==> src/rtl/riscv_icache_fill_fsm.sv <==
// Instruction-cache fill controller: critical-word-first line fills, non-cacheable fetches, full invalidation.
// Define ICACHE_NEXTLINE_PREFETCH_EN to build the next-line prefetcher (PF_LOOKUP/PF_REQ/PF_DATA states).
module riscv_icache_fill_fsm #(
    parameter  int XLEN       = 32,
    parameter  int PLEN       = 34,
    parameter  int BLOCK_SIZE = 32,
    parameter  int WAYS       = 2,
    localparam int BEATS      = BLOCK_SIZE * 8 / XLEN,
    localparam int BW         = (BEATS > 1) ? $clog2(BEATS) : 1
) (
    input  logic            clk_i,
    input  logic            rst_i,
    input  logic            req_i,
    input  logic [PLEN-1:0] adr_i,
    input  logic            cacheable_i,
    input  logic            flush_i,
    input  logic            invalidate_i,
    input  logic            dc_clean_rdy_i,
    input  logic            cache_hit_i,
    input  logic [XLEN-1:0] cache_q_i,
    input  logic [WAYS-1:0] fill_way_i,
    output logic            stall_o,
    output logic            armed_o,
    output logic            inv_all_o,
    output logic [WAYS-1:0] fill_way_o,
    output logic            line_we_o,
    output logic [BW-1:0]   line_beat_o,
    output logic [PLEN-1:0] line_adr_o,
    output logic            line_valid_o,
    output logic            biu_req_o,
    input  logic            biu_ack_i,
    output logic [PLEN-1:0] biu_adr_o,
    output logic [7:0]      biu_len_o,
    output logic            biu_nc_o,
    input  logic            biu_d_ack_i,
    input  logic [XLEN-1:0] biu_q_i,
    input  logic            biu_err_i,
    output logic            pf_lookup_o,
    output logic [PLEN-1:0] pf_adr_o,
    output logic [XLEN-1:0] parcel_o,
    output logic            parcel_valid_o,
    output logic            parcel_error_o
);

    localparam int              OFF       = $clog2(XLEN / 8);
    localparam int              LOFF      = $clog2(BLOCK_SIZE);
    localparam logic [PLEN-1:0] LINE_MASK = ~PLEN'(BLOCK_SIZE - 1);
    localparam logic [PLEN-1:0] WORD_MASK = ~PLEN'(XLEN / 8 - 1);
    localparam logic [BW-1:0]   LAST_BEAT = BW'(BEATS - 1);

    typedef enum logic [3:0] {
        ARMED, INVALIDATE, NC_REQ, NC_WAIT, FILL_REQ, FILL_DATA, RECOVER0, RECOVER1
`ifdef ICACHE_NEXTLINE_PREFETCH_EN
        , PF_LOOKUP, PF_REQ, PF_DATA
`endif
    } state_t;

    state_t          state_q, state_d;
    logic            inv_hold_q, inv_hold_d;
    logic            inv_all_q, inv_all_d;
    logic [WAYS-1:0] fill_way_q, fill_way_d;
    logic [PLEN-1:0] line_adr_q, line_adr_d;
    logic [BW-1:0]   crit_q, crit_d;
    logic [BW-1:0]   beat_cnt_q, beat_cnt_d;
    logic [BW-1:0]   rcv_cnt_q, rcv_cnt_d;
    logic            err_q, err_d;
    logic            flushed_q, flushed_d;
    logic [PLEN-1:0] nc_adr_q, nc_adr_d;
    logic            line_valid_q, line_valid_d;

    logic            valid_req, inv_pend, hit_req, in_line, fwd, nc_deliver, data_phase;
    logic [BW-1:0]   adr_beat;
    logic [PLEN-1:0] fill_adr;

    assign valid_req  = req_i & ~flush_i;
    assign inv_pend   = invalidate_i | inv_hold_q;
    assign hit_req    = valid_req & cacheable_i & cache_hit_i;
    assign adr_beat   = (BEATS > 1) ? adr_i[OFF +: BW] : '0;
    assign in_line    = (adr_i[PLEN-1:LOFF] == line_adr_q[PLEN-1:LOFF]);
    assign fwd        = biu_d_ack_i & valid_req & ~flushed_q & in_line & (adr_beat == beat_cnt_q);
    assign nc_deliver = ~(flushed_q | flush_i);
    assign fill_adr   = line_adr_q | (PLEN'(crit_q) << OFF);

    assign armed_o      = (state_q == ARMED);
    assign inv_all_o    = inv_all_q;
    assign fill_way_o   = fill_way_q;
    assign line_adr_o   = line_adr_q;
    assign line_beat_o  = beat_cnt_q;
    assign line_valid_o = line_valid_q;

`ifdef ICACHE_NEXTLINE_PREFETCH_EN
    logic            pf_ok_q, pf_ok_d;
    logic [PLEN-1:0] pf_adr;

    assign pf_adr      = line_adr_q + PLEN'(BLOCK_SIZE);
    assign pf_adr_o    = pf_adr;
    assign pf_lookup_o = (state_q == PF_LOOKUP);
    assign data_phase  = (state_q == FILL_DATA) | (state_q == PF_DATA);
`else
    assign pf_adr_o    = '0;
    assign pf_lookup_o = 1'b0;
    assign data_phase  = (state_q == FILL_DATA);
`endif

    always_comb begin
        state_d        = state_q;
        inv_hold_d     = inv_all_q ? 1'b0 : (inv_hold_q | invalidate_i);
        inv_all_d      = inv_all_q;
        fill_way_d     = fill_way_q;
        line_adr_d     = line_adr_q;
        crit_d         = crit_q;
        beat_cnt_d     = beat_cnt_q;
        rcv_cnt_d      = rcv_cnt_q;
        err_d          = err_q;
        flushed_d      = flushed_q | flush_i;
        nc_adr_d       = nc_adr_q;
        line_valid_d   = 1'b0;
`ifdef ICACHE_NEXTLINE_PREFETCH_EN
        pf_ok_d        = pf_ok_q;
`endif
        stall_o        = 1'b1;
        parcel_o       = biu_q_i;
        parcel_valid_o = 1'b0;
        parcel_error_o = 1'b0;
        line_we_o      = 1'b0;
        biu_req_o      = 1'b0;
        biu_adr_o      = '0;
        biu_len_o      = '0;
        biu_nc_o       = 1'b0;

        // Beat bookkeeping shared by demand and prefetch bursts; erroneous beats are drained, not written.
        if (data_phase && biu_d_ack_i) begin
            line_we_o  = ~biu_err_i;
            beat_cnt_d = (BEATS > 1) ? beat_cnt_q + 1'b1 : '0;
            rcv_cnt_d  = rcv_cnt_q + 1'b1;
            err_d      = err_q | biu_err_i;
            if (rcv_cnt_q == LAST_BEAT) begin
                state_d      = RECOVER0;
                line_valid_d = ~(err_q | biu_err_i);
            end
        end

        case (state_q)
            ARMED: begin
                stall_o  = inv_pend | (valid_req & ~(cacheable_i & cache_hit_i));
                parcel_o = cache_q_i;
                if (inv_pend) begin
                    state_d   = INVALIDATE;
                    inv_all_d = 1'b1;
                end else if (valid_req && !cacheable_i) begin
                    state_d   = NC_REQ;
                    nc_adr_d  = adr_i & WORD_MASK;
                    flushed_d = 1'b0;
                end else if (valid_req && !cache_hit_i) begin
                    state_d    = FILL_REQ;
                    line_adr_d = adr_i & LINE_MASK;
                    crit_d     = adr_beat;
                    beat_cnt_d = adr_beat;
                    rcv_cnt_d  = '0;
                    err_d      = 1'b0;
                    fill_way_d = fill_way_i;
                    flushed_d  = 1'b0;
                end else begin
                    parcel_valid_o = hit_req;
                end
            end
            INVALIDATE: begin
                if (dc_clean_rdy_i) begin
                    state_d   = RECOVER0;
                    inv_all_d = 1'b0;
`ifdef ICACHE_NEXTLINE_PREFETCH_EN
                    pf_ok_d   = 1'b0;
`endif
                end
            end
            NC_REQ: begin
                biu_req_o = 1'b1;
                biu_nc_o  = 1'b1;
                biu_adr_o = nc_adr_q;
                if (biu_ack_i) state_d = NC_WAIT;
            end
            NC_WAIT: begin
                if (biu_d_ack_i) begin
                    parcel_valid_o = nc_deliver;
                    parcel_error_o = nc_deliver & biu_err_i;
                    stall_o        = ~nc_deliver;
                    state_d        = ARMED;
                end
            end
            FILL_REQ: begin
                biu_req_o = 1'b1;
                biu_len_o = 8'(BEATS - 1);
                biu_adr_o = fill_adr;
                if (biu_ack_i) state_d = FILL_DATA;
            end
            FILL_DATA: begin
                parcel_valid_o = fwd;
                parcel_error_o = fwd & biu_err_i;
                stall_o        = ~fwd;
`ifdef ICACHE_NEXTLINE_PREFETCH_EN
                if (biu_d_ack_i && rcv_cnt_q == LAST_BEAT) pf_ok_d = ~(err_q | biu_err_i);
`endif
            end
            RECOVER0: state_d = RECOVER1;
            RECOVER1: begin
`ifdef ICACHE_NEXTLINE_PREFETCH_EN
                state_d = (pf_ok_q && !inv_pend) ? PF_LOOKUP : ARMED;
                pf_ok_d = 1'b0;
`else
                state_d = ARMED;
`endif
            end
`ifdef ICACHE_NEXTLINE_PREFETCH_EN
            PF_LOOKUP: begin
                if (inv_pend || (valid_req && !cacheable_i) || cache_hit_i) begin
                    state_d = ARMED;
                end else begin
                    state_d    = PF_REQ;
                    line_adr_d = pf_adr;
                    crit_d     = '0;
                    beat_cnt_d = '0;
                    rcv_cnt_d  = '0;
                    err_d      = 1'b0;
                    fill_way_d = fill_way_i;
                end
            end
            PF_REQ: begin
                stall_o        = ~hit_req;
                parcel_valid_o = hit_req;
                parcel_o       = cache_q_i;
                biu_req_o      = 1'b1;
                biu_len_o      = 8'(BEATS - 1);
                biu_adr_o      = fill_adr;
                if (biu_ack_i) state_d = PF_DATA;
            end
            PF_DATA: begin
                stall_o        = ~hit_req;
                parcel_valid_o = hit_req;
                parcel_o       = cache_q_i;
            end
`endif
            default: state_d = ARMED;
        endcase
    end

    always_ff @(posedge clk_i or posedge rst_i) begin
        if (rst_i) begin
            state_q      <= ARMED;
            inv_hold_q   <= 1'b0;
            inv_all_q    <= 1'b0;
            fill_way_q   <= '0;
            line_adr_q   <= '0;
            crit_q       <= '0;
            beat_cnt_q   <= '0;
            rcv_cnt_q    <= '0;
            err_q        <= 1'b0;
            flushed_q    <= 1'b0;
            nc_adr_q     <= '0;
            line_valid_q <= 1'b0;
`ifdef ICACHE_NEXTLINE_PREFETCH_EN
            pf_ok_q      <= 1'b0;
`endif
        end else begin
            state_q      <= state_d;
            inv_hold_q   <= inv_hold_d;
            inv_all_q    <= inv_all_d;
            fill_way_q   <= fill_way_d;
            line_adr_q   <= line_adr_d;
            crit_q       <= crit_d;
            beat_cnt_q   <= beat_cnt_d;
            rcv_cnt_q    <= rcv_cnt_d;
            err_q        <= err_d;
            flushed_q    <= flushed_d;
            nc_adr_q     <= nc_adr_d;
            line_valid_q <= line_valid_d;
`ifdef ICACHE_NEXTLINE_PREFETCH_EN
            pf_ok_q      <= pf_ok_d;
`endif
        end
    end

endmodule
==> config.mk <==
export PLATFORM = sky130hd
export DESIGN_NAME = riscv_icache_fill_fsm
export DESIGN_NICKNAME = d
export VERILOG_FILES = /design/src/rtl/riscv_icache_fill_fsm.sv
export SDC_FILE = /design/constraint.sdc
export NUM_CORES = 1
export LEC_CHECK = 0
export CELL_PAD_IN_SITES_DETAIL_PLACEMENT = 1
export CELL_PAD_IN_SITES_GLOBAL_PLACEMENT = 1
export CORE_MARGIN = 2
export CORE_UTILIZATION = 26
export DETAILED_ROUTE_END_ITERATION = 7
export PLACE_DENSITY = 0.88
export SLEW_MARGIN = 40
export SYNTH_ARGS = -nofsm -noshare
export SYNTH_HDL_FRONTEND = slang
export SYNTH_SLANG_ARGS = --single-unit
==> constraint.sdc <==
create_clock -name clk_i -period 3 [get_ports clk_i]
set_clock_uncertainty 0.1 [all_clocks]
set_input_delay 0.9 -clock clk_i [delete_from_list [all_inputs] [get_ports clk_i]]
set_output_delay 0.9 -clock clk_i [all_outputs]
set_load 0.01 [all_outputs]
* After elaboration in Yosys (flattened, before gate mapping)
Index checks and enable logic that the tools add are counted.
** Storage, ports and cells
- Word-level logic and storage cells :: 111
- Output and inout bits :: 157
- Flip-flop bits (word level) :: 81
- Input port bits :: 111
** Operators by class
- $add $sub $neg :: 2
- Multiplexer cells :: 50
- Bitwise logic cells :: 25
- Reduce and logical (&&, ||, !) cells :: 11
- Equality and inequality tests :: 11
** Operator list (number)
- 34-bit case mux with 2 select lines :: 1
- 4-bit 2-to-1 mux :: 9
- 34-bit by 5-bit bitwise OR with 34-bit output :: 1
- 3-bit 2-to-1 mux :: 11
- 32-bit 2-to-1 mux :: 1
- 29-bit == test :: 1
- 4-bit case mux with 7 select lines :: 1
- 1-bit 2-to-1 mux :: 23
- 4-bit by 3-bit == test with 1-bit output (second input constant) :: 3
- 1-bit AND :: 11
- 1-bit inverter :: 9
- 4-bit by 2-bit == test with 1-bit output (second input constant) :: 2
- 3-bit by 1-bit adder with 3-bit output (second input constant) :: 2
- 1-bit case mux with 3 select lines :: 2
- 3-bit AND reduction :: 2
- 4-bit by 1-bit == test with 1-bit output (second input constant) :: 1
- 4-bit logical NOT :: 1
- 1-bit bitwise OR :: 4
- 1-bit case mux with 2 select lines :: 2
- 4-bit AND reduction :: 1
- 3-bit == test :: 1
- 3-bit == test (second input constant) :: 1
- 1-bit logical AND :: 3
- 1-bit logical NOT :: 2
- other kinds (4) :: 4

* Longest topological paths before layout
Gate-level depths: netlist of run 1.
- Depth after elaboration :: 8
- Mapped depth :: 7

* Worst setup path before layout of run 1
No wires, ideal clock.
- Path kind :: input-to-output
- From :: input port flush_i
- To :: output port parcel_error_o
- Arrival :: 2.422 ns
- Slack :: -0.422 ns
- Stages on the path :: 5
- Buffers on the path :: 0
- Path through :: or3b_1 -> nor4_1 -> nand4_1 -> or4_1 -> a21boi_0
** Between the ends
- Cells in the longest elaborated chain, start to end :: 8
- Elaborated cells on any way between the ends :: 12
** Ends and longest elaborated chain
- start, declared :: line 16 : input logic flush_i,
- 1-bit inverter :: line 75 : assign valid_req = req_i & ~flush_i;
- 1-bit AND :: line 75
- 1-bit AND (4 in a row) :: line 80 : assign fwd = biu_d_ack_i & valid_req & ~flushed_q & in_line & (adr_beat == beat_cnt_q);
- 1-bit AND :: line 198 : parcel_error_o = fwd & biu_err_i;
- 1-bit case mux with 2 select lines * :: line 143 : case (state_q)
- end, declared :: line 42 : output logic parcel_error_o
Mark *: on every way between the ends. The rest lies on a longest branch, timed or not.

* Worst setup path after layout of run 1
- From :: input port adr_i[29]
- To :: output port parcel_error_o
** Between the ends
- Cells in the longest elaborated chain, start to end :: 5
** Ends and longest elaborated chain
- start, declared :: line 14 : input logic [PLEN-1:0] adr_i,
- 29-bit == test :: line 79 : assign in_line = (adr_i[PLEN-1:LOFF] == line_adr_q[PLEN-1:LOFF]);
- 1-bit AND (2 in a row) :: line 80
- 1-bit AND :: line 198
- 1-bit case mux with 2 select lines :: line 143
Every way passes these cells.

==> summary.md, run 1 <==
| Metric | Value |
|---|---|
| Overflow after GRT | 0 |
| Non-filler cells in the finished layout | 993 |
| Ant diodes | 0 |
| Max Clk Rate | 289 MHz |
| Post-place setup slack | -1410 ps |
| Gr usage total | 19.7% |
| Pins Over Slew Limit | 0 |
| RePlAce Congestion | ~0.74 |
| Worst-case reg-to-reg path depth | 9 |
| Post-synth cell types | 44 |
| Vias in the first global route | around 5000 |
| Worst Hold Class | flop to flop |
| Crit path kind | primary input to primary output |
| Largest fanout on the critical path | 3 |
| Worst-path clk slew | 70 ps |
| Setup slack, reg-to-reg | between 400 and 500 ps |
| Final Core Density | 49.3% |
| Worst reg2reg startpoint | state_q[0]$_DFF_PP0_ |
| Row cnt | just under 50 |
| Final setup fails | 46 |
| Largest net degree at the start of global routing | 45 |
| Area Overhead vs Synth | 84.4% |
| Gate power share | 53.5% |
| Multi-input gate area | roughly 0.0029 mm^2 |
| Worst hold stages | 1 |
| Die W | between 100 and 150 um |
| Via density | about 4.6 |
| RSZ-0062 raised after global routing | yes |
| Failing checks | setup timing |
| Share of cells above drive strength 1 | 50.9% |
| Worst-skew pair later-pin latency | around 350 ps |
| Cell taking the most area after synthesis | dfrtp_1 |
| Yosys reg bits | just over 80 |
| Post-route ant nets | 0 |
| Placed Instances | between 900 and 1000 |
| Worst EP arrival | about 2500 ps |
| Mean routed wirelength per cell | 20.6 um |
| Die Area | between 0.015 and 0.02 mm^2 |
| Worst setup EP type | primary output |
| Tcrit/Tclk final | 115% |
| Max Root-Sink Buffers | 2 |
| Max-cap viol count | 0 |
| Clock sinks | roughly 80 |
| Hpwl dp | ~14000 um |
| Sw frac | approximately 34% |
| Warning count from the yosys run | 0 |
| Critical Path RT | 2000 ps |
| Syn Std Cell Area | 0.00485 mm^2 |
| Placed Area | between 0.007 and 0.008 mm^2 |
| TritonCTS buffer count | 9 |
| WHS Endpoint | line_valid_o$_DFF_PP0_ |
| Total Nets Final | roughly 870 |
| Post-synth EDFFs | 0 |
| Status | finished, violations left |
| CTS tree | yes |
| Final WS setup | -465 ps |
| IO Port Bufs | 218 |
| Initial antenna violation count | 0 |
| Final hold vios | 0 |
| Tmin final | ~3500 ps |
| Met3 usage | around 5.6% |
| Leak | between 0.004 and 0.005 uW |
| Layout fillers | 1930 |
| Reg2reg end | line_adr_o[18]$_DFFE_PP0P_ |
| Flop pwr share | 27.3% |
| Largest cells by area after synthesis | dfrtp_1 (42%), mux2_2 (22%), buf_4 (7.6%) |
| Root Buffer | clkbuf_16 |
| Drt first pass iters | 4 |
| PD cells | slightly above 700 mW/mm^2 |
| Syn_area_per_cell | roughly 11 um^2 |
| Int Pwr | between 4000 and 5000 uW |
| Most Crowded Layer GR | met2 |
| First-pass GRT wire length | around 30000 um |
| H-Tree Depth | 3 |
| Detailed Route Iter0 Violations | 96 |
| Vias after detailed routing | around 4600 |
| M1 GR Usage | 21.2% |
| Startpoint Class | primary input |
| Yosys top cell area share | 41.8% |
| Sequential-to-total area share from yosys stat | 41.8% |
| Die span in y | ~140 um |
| M2 GR Usage | 37.4% |
| Register area | 0.00203 mm^2 |
| P_sw | approximately 2200 uW |
| Starting density of the core | 26.7% |
| Worst vdd ir | ~0.00039 V |
| Io pins | around 270 |
| Total Wirelength | approximately 21000 um |
| Most used DFF post-synth | dfrtp_1 |
| Clock power frac | roughly a fifth |
| Hold path startpoint | err_q$_DFF_PP0_ |
| Ys async rst share | 100% |
| DRC viols | 0 |
| Core Box Area | roughly 0.018 mm^2 |
| Fin area | just under 0.009 mm^2 |
| Post-synthesis cell count | ~430 |
| Hold slack final | 358 ps |
[worst max path at each step]
stage / start / cells after the start / slack [ps] / end
floorplan: flush_i / 5 / -170 / parcel_error_o
global placement: adr_i[23] / 8 / -1350 / parcel_error_o
detailed placement: adr_i[17] / 8 / -1410 / parcel_error_o
CTS: adr_i[23] / 8 / -540 / parcel_error_o
global route: adr_i[20] / 7 / -540 / parcel_error_o
finish: adr_i[29] / 7 / -460 / parcel_error_o
[cells in the mapped netlist, drive strengths merged (3+ instances only)]
| cell | number |
|---|---|
| mux2 | 95 |
| dfrtp | 81 |
| buf | 63 |
| a22o | 33 |
| xor2 | 32 |
| nand2 | 15 |
| nor2 | 14 |
| o21ai | 13 |
| nor4 | 12 |
| a21oi | 10 |
| clkbuf | 10 |
| inv | 7 |
| nand3 | 4 |
| nor3 | 4 |
| ha | 3 |
| nor4b | 3 |
| xnor2 | 3 |
[state kept, by name (all words and copies together) (netlist names)]
| signal | flops |
|---|---|
| line_adr_o | 29 |
| state_q | 4 |
| flushed_q | 1 |
| inv_hold_q | 1 |
| crit_q | 3 |
| rcv_cnt_q | 3 |
| line_valid_o | 1 |
| inv_all_o | 1 |
| err_q | 1 |
| fill_way_o | 2 |
| line_beat_o | 3 |
| nc_adr_q | 32 |
[metal layers]
| layer | wire [um] | share of wire, % |
|---|---|---|
| met1 | 7570 | 37 |
| met5 | 0 | 0 |
| met4 | 377 | 1.8 |
| met2 | 11000 | 54 |
| met3 | 1580 | 7.7 |
[stage by stage]
stage          power [uW]  setup TNS, ps
5_1_grt              6840          -6200
3_5_place_dp         4550         -17340
2_1_floorplan        2980           -300
6_report             6510          -2680
3_3_place_gp         4450         -12790
4_1_cts              6450          -4990
[cell type report]
cell class / instances / share of cell area (%)
Clock buffer: 10 / 2.67
Clock inverter: 6 / 1.01
Inverter: 7 / 0.336
Multi-Input combinational cell: 313 / 32.5
Sequential cell: 81 / 22.7
Tap cell: 229 / 3.20
Timing Repair Buffer: 347 / 37.7
[cells by family after synthesis]
logic type	after synthesis	synth area share (%)
compound gates	64	9.59
buf+inv	80	10.7
flops	81	41.8
xor+xnor	35	6.32
simple gates	67	8.51
fa+ha+maj	3	0.773
mux	96	22.2
other cells	1	0.0773
[what timing repair did]
action | in CTS | in global routing
hold buffers | 0 | 0
setup buffers | 32 | 17
endpoints found under the setup margin | 74 | 69
resized for setup | 503 | 63
pin swaps | 34 | 43
gates cloned | 7 | 3
[power groups by stage]
stage	registers [uW]	clock network (uW)	logic [uW]
final	1780	1250	3490
after global routing	1830	1310	3700
after CTS	1770	1260	3420
after detailed placement	1750	0	2800
after global placement	1720	0	2730
after floorplan	1820	0	1170
[critical path, cell delays in order]
cell and delay (ps):
clkdlybuf4s15_2 210, xor2_2 180, nor4_4 290, nand4_1 150, or4_4 470, a21boi_2 130
buf_2 140
[layout by cell type, fill, tap and decap left out, types with 6 or more instances in the layout]
cell type / synthesis / layout
buf_6: 3 / 55
nor4_4: 2 / 6
buf_8: 0 / 10
xor2_1: 32 / 10
buf_12: 0 / 14
clkdlybuf4s50_1: 0 / 108
a22o_1: 33 / 33
mux2_4: 0 / 29
inv_1: 7 / 6
a21oi_1: 10 / 9
o21ai_0: 13 / 12
clkbuf_2: 0 / 12
clkbuf_16: 0 / 12
dfrtp_1: 81 / 80
mux2_2: 94 / 65
conb_1: 1 / 48
nor2_1: 14 / 14
nand2_1: 14 / 14
buf_4: 49 / 84
buf_2: 11 / 45
xor2_2: 0 / 22
(Power assumes the default switching activity.)
==> run 2, diff against run 1 <==
==> constraint.sdc (replaced) <==
create_clock -name clk_i -period 3 [get_ports clk_i]
set_clock_uncertainty 0.1 [all_clocks]
set_input_delay 0.9 -clock clk_i [delete_from_list [all_inputs] [get_ports clk_i]]
set_output_delay 0.9 -clock clk_i [all_outputs]
set_load 0.005 [all_outputs]
==> summary.md, run 2 (synthesis gave the netlist of run 1 again) <==
| Metric | Value |
|---|---|
| Status | finished, violations left |
| Failing checks | setup timing |
| Max-cap viol count | 0 |
| Total Nets Final | 880 |
| Starting density of the core | approximately a quarter |
| Worst vdd ir | around 0.00035 V |
| CP max-delay cell | or4_4 |
| Crit path kind | primary input to primary output |
| Worst hold stages | 1 |
| CP Depth | 7 |
| Non-filler cells in the finished layout | around 1000 |
| Worst-case reg-to-reg path depth | 10 |
| H-Tree Depth | 3 |
| Final WS setup | -536 ps |
| Hold slack final | between 300 and 400 ps |
| Vias in the first global route | between 5000 and 6000 |
| Max Clk Rate | between 200 and 300 MHz |
| Detailed Route Iter0 Violations | 113 |
| Total Wirelength | about 21000 um |
| Worst Hold Class | flop to flop |
| Overflow after GRT | 0 |
| Most frequent CP cell | buf_2 |
| Worst-skew pair later-pin latency | between 300 and 400 ps |
| Critical Path RT | about 2000 ps |
| Leak | roughly 0.0042 uW |
| Worst-path clk slew | 60 ps |
| Row cnt | about 50 |
| Largest register FFs | 32 |
| Max Root-Sink Buffers | 2 |
| Critical path's largest stage delay | around 600 ps |
| Core Box Area | approximately 0.018 mm^2 |
| Ant diodes | 0 |
| Die W | roughly 140 um |
| Startpoint Class | primary input |
| Worst EP arrival | 2540 ps |
| Final hold vios | 0 |
| Largest fanout on the critical path | 3 |
| IO Port Bufs | approximately 220 |
| Initial antenna violation count | 0 |
| RSZ-0062 raised after global routing | yes |
| Die span in y | 141 um |
| Tcrit/Tclk final | 118% |
| Tmin final | between 3000 and 4000 ps |
| Vias after detailed routing | approximately 4600 |
| DRC viols | 0 |
| CP top delay family | simple AND/OR/NAND/NOR gates |
| Highest-count cells in the layout ignoring fill and taps | clkdlybuf4s50_1 (108), buf_4 (82), dfrtp_1 (80), mux2_2 (62), buf_6 (56) |
| Placed Instances | approximately 930 |
| Gr usage total | between 20% and 30% |
| TritonCTS buffer count | 9 |
| CP bufs+invs | 2 |
| Worst setup EP type | primary output |
| Area Overhead vs Synth | 83.5% |
| Hpwl dp | 13400 um |
| Clock sinks | between 80 and 90 |
| Share of cells above drive strength 1 | between 50 and 60% |
| First-pass GRT wire length | just over 30000 um |
| PD cells | between 700 and 800 mW/mm^2 |
| Cts hold-fix bufs | 0 |
| Largest net degree at the start of global routing | 54 |
| Root Buffer | clkbuf_16 |
| CTS tree | yes |
| Largest Register | nc_adr_q |
| Mean routed wirelength per cell | 20.9 um |
| Most common cell after layout, fill and taps aside | clkdlybuf4s50_1 |
| Io pins | between 200 and 300 |
| Post-route ant nets | 0 |
| Die Area | 0.0198 mm^2 |
| Via density | between 4 and 5 |
| Pins Over Slew Limit | 0 |
| RePlAce Congestion | 0.789 |
| Final Core Density | 49.1% |
| Final setup fails | 47 |
| Drt first pass iters | 4 |
| CP Cell Sequence | buf_2, xor2_2, nor4_4, nand3_4, or4_4, a21boi_2, buf_2 |
==> run 2: layout make-up <==
class,count,area (um^2)
sequential,81,2030
clock buffer,11,253
inverter,7,30.0
timing repair buffer,354,3390
tap,229,287
fill,1926,9240
clock inverter,4,27.5
multi-input combinational,313,2890
==> run 2: routing by layer <==
metal | up-vias | track usage [%] | share of wire [%]
li1 | 2093 | - | -
met1 | 2322 | 21.0 | 36
met3 | 21 | 5.74 | 7.8
met4 | 0 | 6.16 | 1.8
met5 | - | 0 | 0
met2 | 197 | 38.8 | 54
==> run 2: repair_timing <==
item,4_1_cts,5_1_grt
pin swaps,51,18
gates cloned,6,3
gates resized for setup,500,69
endpoints found under the setup margin,74,73
setup buffers,38,17
==> run 2: through the flow <==
step / setup slack (ps) / TNS, ps / power [uW] / cell area (um^2)
floorplan: -148 / -228 / 2840 / 5040
global placement: -1340 / -11290 / 4260 / 7710
detailed placement: -1380 / -18170 / 4370 / 7710
CTS: -549 / -6070 / 6170 / 8690
global route: -595 / -11630 / 6660 / 8910
finish: -536 / -6410 / 6350 / 8910
==> run 2: worst paths after layout <==
path,start,endpoint,slack (ps)
max,adr_i[10],parcel_error_o,-540
min,err_q$_DFF_PP0_,line_valid_o$_DFF_PP0_,340
max reg2reg,state_q[1]$_DFF_PP0_,line_adr_o[33]$_DFFE_PP0P_,420
min reg2reg,err_q$_DFF_PP0_,line_valid_o$_DFF_PP0_,340
max in group asynchronous,rst_i,err_q$_DFF_PP0_,1380
min in group asynchronous,rst_i,nc_adr_q[28]$_DFFE_PP0P_,800
==> run 2: where the power goes <==
group / switching, uW / internal (uW)
clock: 466 / 603
combinational: 1330 / 2180
sequential: 286 / 1480
